$ cat src/rtl/pll_reconfig_pkg.sv
// Shared definitions for the PLL reconfiguration sequencer: register map,
// sequencer states and error codes.
package pll_reconfig_pkg;

  localparam logic [5:0] REG_MODE   = 6'h00;
  localparam logic [5:0] REG_STATUS = 6'h01;
  localparam logic [5:0] REG_START  = 6'h02;
  localparam logic [5:0] REG_N      = 6'h03;
  localparam logic [5:0] REG_M      = 6'h04;
  localparam logic [5:0] REG_C      = 6'h05;

  localparam logic [1:0] ERR_NONE = 2'd0;
  localparam logic [1:0] ERR_POLL = 2'd1;
  localparam logic [1:0] ERR_LOCK = 2'd2;

  typedef enum logic [3:0] {
    S_IDLE,
    S_WR_MODE,
    S_WR_N,
    S_WR_M,
    S_WR_C,
    S_WR_START,
    S_GAP,
    S_POLL,
    S_WAIT_LOCK,
    S_FIN,
    S_FAIL
  } state_t;

  // States that own an Avalon transfer.
  function automatic logic is_bus_state(state_t s);
    return s inside {S_WR_MODE, S_WR_N, S_WR_M, S_WR_C, S_WR_START, S_POLL};
  endfunction

endpackage

$ cat src/rtl/avm_single_xfer.sv
// One Avalon-MM read or write per start pulse; strobe is high from the cycle after
// start until the cycle waitrequest is low, then drops. Address/data held through stalls.
module avm_single_xfer (
  input  logic        clk_clk,
  input  logic        reset_reset_n,
  input  logic        start,
  input  logic        rd,
  input  logic [5:0]  addr,
  input  logic [31:0] wdata,
  output logic        active,
  output logic        complete,
  output logic [31:0] rdata,
  output logic [5:0]  avm_address,
  output logic        avm_read,
  output logic        avm_write,
  output logic [31:0] avm_writedata,
  input  logic [31:0] avm_readdata,
  input  logic        avm_waitrequest
);

  assign active   = avm_read | avm_write;
  assign complete = active & ~avm_waitrequest;
  assign rdata    = avm_readdata;

  always_ff @(posedge clk_clk) begin
    if (!reset_reset_n) begin
      avm_address   <= '0;
      avm_read      <= 1'b0;
      avm_write     <= 1'b0;
      avm_writedata <= '0;
    end else if (start && !active) begin
      avm_address   <= addr;
      avm_read      <= rd;
      avm_write     <= ~rd;
      avm_writedata <= rd ? 32'd0 : wdata;
    end else if (complete) begin
      avm_read  <= 1'b0;
      avm_write <= 1'b0;
    end
  end

endmodule

$ cat src/rtl/pll_reconfig_seq.sv
// Writes mode/N/M/C/start to the PLL reconfig slave, polls status, waits for lock.
// Min latency accept->done = 14 + POLL_GAP cycles; stalls extend it, requests while busy are dropped.
module pll_reconfig_seq
  import pll_reconfig_pkg::*;
#(
  parameter int POLL_GAP   = 16,
  parameter int POLL_LIMIT = 4096,
  parameter int LOCK_LIMIT = 65536,
  parameter int CNT_W      = 18
) (
  input  logic             clk_clk,
  input  logic             reset_reset_n,
  input  logic             cfg_valid,
  output logic             cfg_ready,
  input  logic [CNT_W-1:0] cfg_n,
  input  logic [CNT_W-1:0] cfg_m,
  input  logic [CNT_W-1:0] cfg_c,
  input  logic [4:0]       cfg_c_sel,
  input  logic             pll_locked,
  output logic             busy,
  output logic             done,
  output logic             err,
  output logic [1:0]       err_code,
  output logic [5:0]       avm_address,
  output logic             avm_read,
  output logic             avm_write,
  output logic [31:0]      avm_writedata,
  input  logic [31:0]      avm_readdata,
  input  logic             avm_waitrequest
);

  localparam int GAP_W  = $clog2(POLL_GAP + 1);
  localparam int POLL_W = $clog2(POLL_LIMIT + 1);
  localparam int LOCK_W = $clog2(LOCK_LIMIT + 1);

  state_t state, state_next;

  logic [CNT_W-1:0]  n_q, m_q, c_q;
  logic [4:0]        csel_q;
  logic [GAP_W-1:0]  gap_cnt;
  logic [POLL_W-1:0] poll_cnt;
  logic [LOCK_W-1:0] lock_cnt;

  logic        xfer_start, xfer_rd, xfer_active, xfer_done;
  logic [5:0]  xfer_addr;
  logic [31:0] xfer_wdata, xfer_rdata;
  logic [1:0]  fail_code;
  logic        accept;
  logic        unused_rdata;

  assign accept       = (state == S_IDLE) && cfg_valid;
  assign cfg_ready    = (state == S_IDLE);
  assign busy         = !(state inside {S_IDLE, S_FIN, S_FAIL});
  assign done         = (state == S_FIN);
  assign err          = (state == S_FAIL);
  assign unused_rdata = ^xfer_rdata[31:1];

  avm_single_xfer u_xfer (
    .clk_clk         (clk_clk),
    .reset_reset_n   (reset_reset_n),
    .start           (xfer_start),
    .rd              (xfer_rd),
    .addr            (xfer_addr),
    .wdata           (xfer_wdata),
    .active          (xfer_active),
    .complete        (xfer_done),
    .rdata           (xfer_rdata),
    .avm_address     (avm_address),
    .avm_read        (avm_read),
    .avm_write       (avm_write),
    .avm_writedata   (avm_writedata),
    .avm_readdata    (avm_readdata),
    .avm_waitrequest (avm_waitrequest)
  );

  always_ff @(posedge clk_clk) begin
    if (!reset_reset_n) state <= S_IDLE;
    else                state <= state_next;
  end

  always_comb begin
    state_next = state;
    xfer_rd    = 1'b0;
    xfer_addr  = '0;
    xfer_wdata = '0;
    fail_code  = ERR_NONE;
    case (state)
      S_IDLE: if (cfg_valid) state_next = S_WR_MODE;
      S_WR_MODE: begin
        xfer_addr  = REG_MODE;
        xfer_wdata = 32'd1;
        if (xfer_done) state_next = S_WR_N;
      end
      S_WR_N: begin
        xfer_addr  = REG_N;
        xfer_wdata = 32'(n_q);
        if (xfer_done) state_next = S_WR_M;
      end
      S_WR_M: begin
        xfer_addr  = REG_M;
        xfer_wdata = 32'(m_q);
        if (xfer_done) state_next = S_WR_C;
      end
      S_WR_C: begin
        xfer_addr  = REG_C;
        xfer_wdata = 32'({csel_q, c_q});
        if (xfer_done) state_next = S_WR_START;
      end
      S_WR_START: begin
        xfer_addr  = REG_START;
        xfer_wdata = 32'd1;
        if (xfer_done) state_next = S_GAP;
      end
      S_GAP: if (gap_cnt >= GAP_W'(POLL_GAP - 1)) state_next = S_POLL;
      S_POLL: begin
        xfer_rd   = 1'b1;
        xfer_addr = REG_STATUS;
        if (xfer_done) begin
          if (xfer_rdata[0]) begin
            state_next = S_WAIT_LOCK;
          end else if (poll_cnt >= POLL_W'(POLL_LIMIT - 1)) begin
            state_next = S_FAIL;
            fail_code  = ERR_POLL;
          end else begin
            state_next = S_GAP;
          end
        end
      end
      S_WAIT_LOCK: begin
        if (pll_locked) begin
          state_next = S_FIN;
        end else if (lock_cnt >= LOCK_W'(LOCK_LIMIT - 1)) begin
          state_next = S_FAIL;
          fail_code  = ERR_LOCK;
        end
      end
      S_FIN:   state_next = S_IDLE;
      S_FAIL:  state_next = S_IDLE;
      default: state_next = S_IDLE;
    endcase
    // The strobe is always low on the first cycle of a bus state, so this fires once per state.
    xfer_start = is_bus_state(state) && !xfer_active;
  end

  always_ff @(posedge clk_clk) begin
    if (!reset_reset_n) begin
      n_q      <= '0;
      m_q      <= '0;
      c_q      <= '0;
      csel_q   <= '0;
      gap_cnt  <= '0;
      poll_cnt <= '0;
      lock_cnt <= '0;
      err_code <= ERR_NONE;
    end else begin
      if (accept) begin
        n_q      <= cfg_n;
        m_q      <= cfg_m;
        c_q      <= cfg_c;
        csel_q   <= cfg_c_sel;
        poll_cnt <= '0;
        lock_cnt <= '0;
        err_code <= ERR_NONE;
      end

      if (state != S_GAP)                      gap_cnt <= '0;
      else if (gap_cnt < GAP_W'(POLL_GAP))     gap_cnt <= gap_cnt + 1'b1;

      if (state == S_POLL && xfer_done && !xfer_rdata[0] && poll_cnt < POLL_W'(POLL_LIMIT))
        poll_cnt <= poll_cnt + 1'b1;

      if (state == S_POLL && xfer_done && xfer_rdata[0])
        lock_cnt <= '0;
      else if (state == S_WAIT_LOCK && lock_cnt < LOCK_W'(LOCK_LIMIT))
        lock_cnt <= lock_cnt + 1'b1;

      if (fail_code != ERR_NONE) err_code <= fail_code;
    end
  end

endmodule

$ cat config.mk
export PLATFORM = sky130hd
export DESIGN_NAME = pll_reconfig_seq
export DESIGN_NICKNAME = d
export VERILOG_FILES = /design/src/rtl/pll_reconfig_pkg.sv /design/src/rtl/avm_single_xfer.sv /design/src/rtl/pll_reconfig_seq.sv
export SDC_FILE = /design/constraint.sdc
export NUM_CORES = 1
export LEC_CHECK = 0
export ABC_CLOCK_PERIOD_IN_PS = 4300
export BUFFER_PORTS_ARGS = -buffer_cell sky130_fd_sc_hd__buf_4
export CAP_MARGIN = 20
export CORE_ASPECT_RATIO = 0.9
export CORE_UTILIZATION = 45
export DETAILED_ROUTE_END_ITERATION = 8
export PLACE_DENSITY = 0.69
export SYNTH_ARGS = -nofsm -noshare
export SYNTH_HDL_FRONTEND = slang
export SYNTH_SLANG_ARGS = --single-unit
$ cat constraint.sdc
create_clock -name clk_clk -period 4.3 [get_ports clk_clk]
set_input_delay 0.86 -clock clk_clk [delete_from_list [all_inputs] [get_ports clk_clk]]
set_output_delay 0.86 -clock clk_clk [all_outputs]
set_load 0.05 [all_outputs]
-- Word-level counts from Yosys, hierarchy flattened
Index checks and enable logic that the tools add are counted.
- input bits: 96
- register bits after elaboration: 140
- output and inout bits: 46
- logic and storage cells: 102
- eq/ne operators: 20
- mux-type cells: 32
- add/subtract/negate cells: 3
- $lt $le $gt $ge: 6
- reduce and logical (&&, ||, !) cells: 23
- bitwise logic cells: 5
- operator list (kind ; number):
    $pmux W23 S4 ; 1
    $mux W4 ; 12
    $pmux W4 S9 ; 1
    $mux W17 ; 2
    $mux W13 ; 2
    $mux W23 ; 1
    $add A17 B1 Y17 const B ; 1
    $ge A17 B16 Y1 const B ; 1
    $lt A17 B17 Y1 const B ; 1
    $eq A4 B3 Y1 const B ; 4
    $ne A2 B2 Y1 const B ; 8
    $pmux W3 S5 ; 1
    $add A13 B1 Y13 const B ; 1
    $ge A13 B12 Y1 const B ; 1
    $lt A13 B13 Y1 const B ; 1
    $eq A4 B4 Y1 const B ; 3
    $reduce_bool A2 Y1 ; 5
    $reduce_and A9 Y1 ; 1
    $eq A4 B2 Y1 const B ; 2
    $logic_and A1 B1 Y1 ; 8
    $mux W2 ; 4
    $mux W1 ; 7
    $reduce_bool A6 Y1 ; 1
    $reduce_or A2 Y1 ; 3
    other kinds (13) ; 17

-- Longest topological paths before layout
- depth after elaboration: 7
- depth in mapped cells: 9
- gate-level depth less buffers: 8

-- Cells and area by module
From an unflattened synthesis, not the netlist that was laid out.
- cells, all modules: 813
- area total of the unflattened synthesis: 6577.6 um2
- by module, submodules not included (module ; cells each ; area each (um2) ; instances ; sequential area each (um2)):
    pll_reconfig_seq ; 604 ; 4569.4 ; 1 ; 2001.9
    avm_single_xfer ; 209 ; 2008.2 ; 1 ; 800.8

-- Worst setup path before layout
No wires, ideal clock.
- path type: register -> output
- start point: register state[3]
- end point: output port busy
- data arrival time: 3.212 ns
- cell stages (with the launch flop): 5
- path slack: 0.228 ns
- path buffers: 1
- required time: 3.440 ns
- cell sequence: dfxtp_1 > buf_2 > inv_1 > nor4b_1 > nor3_1
- cells in the longest elaborated chain, start to end: 3
- elaborated cells between the ends (all ways): 5
- those cells by class: 2 x eq/ne; 3 x reduce/logical
- RTL lines (what ; line ; RTL):
    start: declaration ; pll_reconfig_seq.sv:36 ; state_t state, state_next;
    start signal: assignment ; pll_reconfig_seq.sv:78 ; else state <= state_next;
    $eq A4 B4 Y1 ; -- ;
    via err ; pll_reconfig_seq.sv:22 ; output logic err,
    $reduce_bool A3 Y1 ; pll_reconfig_seq.sv:53 ; assign busy = !(state inside {S_IDLE, S_FIN, S_FAIL});
    $logic_not A1 Y1 ; pll_reconfig_seq.sv:53 ;
    end: declaration ; pll_reconfig_seq.sv:20 ; output logic busy,
The timed path passes the listed nets, and every way through them passes these cells.

-- Final worst setup path
- start point: register state[3]
- end point: output port busy
- cells in the longest elaborated chain, start to end: 3
- elaborated cells between the ends (all ways): 5
- those cells by class: 2 x eq/ne; 3 x reduce/logical
- RTL lines (what ; line):
    $eq A4 B4 Y1 or $logic_not A4 Y1 (tied branches) ; pll_reconfig_seq.sv:53
    $reduce_bool A3 Y1 (*) ; pll_reconfig_seq.sv:53
    $logic_not A1 Y1 (*) ; pll_reconfig_seq.sv:53
Mark *: on every way between the ends. The rest lies on a longest branch, timed or not.

==> results.md <==
* Status: complete, no violations
* Final Slew Violations at 0
* GR peak layer: met2
* Worst Hold Class: reg -> reg
* Global-route wire length before repair at ~23 mm
* Starting density of the core at 46.2%
* Total CTS buffers at 17
* CTS tree: yes
* EDFF count, synth at 0
* Tmin final at slightly above 3000 ps
* CTS sink count at between 100 and 150
* Rows at 39
* Final count of hold timing violations at 0
* Synthesized flop and latch total at 128
* I/O Buffers at 98
* First drt pass iteration count at 5
* YS warnings at 0
* Clock network fraction of design power at about a third
* WL/cell at about 15 um
* Crit Path Class: reg -> out
* P_leak at 2.96 nW
* Critical Path RT at 3440 ps
* Fin crit share at a little under three quarters
* Global-route congestion overflow total at 0
* Hold Buf Count CTS at 0
* Met2 usage at between 30% and 40%
* Setup Buffers After CTS at 0
* Peak VDD IR at approximately 0.33 mV
* Reg2reg start: state[3]
* Unique cell type count in the Yosys netlist at about 60
* M1 GR Usage at ~28%
* CP endpoint kind: output port
* IO Count at ~140
* Final setup viols at 0
* Vias per cell at roughly 5.4
* Layout cells sized above 1 at 20.1%
* Startpoint types: flop
* Ys async rst share at 0%
* CORE AREA at around 13000 um2
* Synthesis-to-layout area growth at 23.4%
* # DRC at 0
* Share of total power in sequential cells at 35.1%
* Final WL at 14.0 mm
* Main synth FF type: dfxtp_1
* Post-CTS sizing at 0
* Largest cells by area after synthesis: dfxtp_1 (44%), nand2_1 (11%), a21boi_0 (8.8%)
* Pre-CTS setup slack at 1670 ps
* Pin count of the biggest net entering global routing at around 110
* Fmax at about 0.32 GHz
* Diode count at 0
* Clock Latency Late Sink at roughly 420 ps
* Layout Nets at a little under 900
* CP Launch Point: state[3]
* Logic gate share of total power at between 30% and 40%
* GRT Total Usage at 21.7%
* Vias in the first global route at slightly below 5000
* HPWL Detailed at 9.17 mm
* Antenna violations before repair at 0
* Worst Path Max Fanout at 13
* Post-Synthesis Cells at 699
* Global-route track usage on met3 at 4.91%
* Clock Skew at between 6 and 7 ps
* Sw frac at a little under two fifths
* CTS clock-pin slew for the worst setup and hold paths at ~60 ps
* Mapped Area at 5890 um2
* Slew HR at about two fifths
* Power density cells at around 610 nW/um2
* Setup TNS at 0 ps
* Setup ws final at 1220 ps
* Synth top area share at ~44%
* CTS root buf: clkbuf_16
* Final ANT Viol Nets at 0
* P_sw at ~1.7 mW
* Gp weighted congestion at a little under 0.8
* Die H at around 110 um
* DR iter-0 viols at 456
* Die footprint at 13500 um2
* Register area share after synthesis at a little over two fifths
* RSZ-0062 raised after global routing: no
* Worst-Margin Slew at a little over 900 ps
* Worst-case clock buffer depth at 2
* P_int at ~2.8 mW
* Post-synth top area cell: dfxtp_1
* # H-tree levels at 4
* Chip width at about 120 um
* Synth Area per Inst at about 8.4 um2
* Hold Startpoint: m_q[15]
* Vias at slightly above 5000
* MaxCap Viol Count at 0
* WP data arrival at about 2200 ps
==> registers in the layout (all words and copies together) (netlist names) <==
name / cells
u_xfer.avm_write: 1
u_xfer.avm_writedata: 23
n_q: 18
lock_cnt: 17
csel_q: 5
poll_cnt: 13
c_q: 18
u_xfer.avm_read: 1
gap_cnt: 5
state: 4
m_q: 18
err_code: 2
u_xfer.avm_address: 3
==> layer usage <==
layer	wire [um]	share of wire, %
met2	6790	48
met5	0	0
met1	6400	46
met4	172	1.2
met3	657	4.7
==> cell usage after synthesis (5+ instances only) <==
library cell and instances:
a311oi_1 5, nor2b_1 6, nand4_1 8, xnor2_1 6, nor2_1 35, mux2i_1 5
buf_4 15, nand3_1 37, a22oi_1 22, clkbuf_1 29, a21oi_1 14, o21ai_0 15
ha_1 5, o211a_1 18, nor3_1 11, xor2_1 5, and3_1 7, a21boi_0 69
nand2_1 168, buf_2 11, dfxtp_1 128, inv_1 12
==> worst max-delay path, cell delays in order (launching register included) <==
cell     delay [ps]
dfxtp_1         740
inv_1           290
nor4b_1         470
nor3_1           90
buf_4           210
==> area by class of cell <==
| class | instances | area, um2 |
|---|---|---|
| Multi-Input combinational cell | 513 | 3050 |
| Tap cell | 164 | 205 |
| Fill cell | 1153 | 5480 |
| Clock inverter | 10 | 110 |
| Clock buffer | 22 | 474 |
| Inverter | 12 | 45.0 |
| Sequential cell | 128 | 2560 |
| Timing Repair Buffer | 107 | 811 |
==> power groups by stage <==
stage               logic [mW]  registers (mW)  clock network, mW
finish                    1.47            1.56               1.41
global route              1.59            1.59               1.49
CTS                       1.48            1.56               1.44
detailed placement        1.48            1.58                  0
global placement          1.45            1.57                  0
floorplan                0.801            1.82                  0
==> cells by family (layout without fill, tap and decap cells) <==
kind of cell / after synthesis / count (layout) / share of synthesized area (%)
AOI/OAI and AO/OA: 165 / 165 / 20.9
xor gates and xnor gates: 11 / 11 / 1.64
adders and majority gates: 5 / 5 / 1.06
buffers and inverters: 69 / 151 / 5.61
DFF: 128 / 128 / 43.5
muxes: 6 / 6 / 1.04
other: 1 / 12 / 0.0637
and+or+nand+nor: 314 / 314 / 26.2
==> per-stage QoR <==
stage	instance area (um2)	util [%]	cells	total power, mW	hold slack, ps
5_1_grt	7260	57.0	956	4.67	486
6_report	7260	57.0	956	4.44	465
4_1_cts	7260	57.0	956	4.47	468
3_3_place_gp	6660	52.3	923	3.02	450
2_1_floorplan	5930	-	710	2.62	443
3_5_place_dp	6680	52.4	924	3.06	459
==> worst paths after layout <==
kind	endpoint	slack, ps	depth (start not counted)
min	m_q[15]	460	2
min reg2reg	m_q[15]	460	2
max	busy	1220	4
max reg2reg	c_q[10]	1640	5
==> cells in the final DEF, fill, tap and decap left out, types with 15 or more instances in the layout <==
| master | netlist | final |
|---|---|---|
| a21boi_0 | 69 | 69 |
| buf_4 | 15 | 106 |
| nor2_1 | 35 | 35 |
| o211a_1 | 18 | 18 |
| o21ai_0 | 15 | 15 |
| nand3_1 | 37 | 37 |
| clkbuf_16 | 0 | 17 |
| nand2_1 | 168 | 167 |
| dfxtp_1 | 128 | 128 |
| a22oi_1 | 22 | 22 |
(Power assumes the default switching activity.)
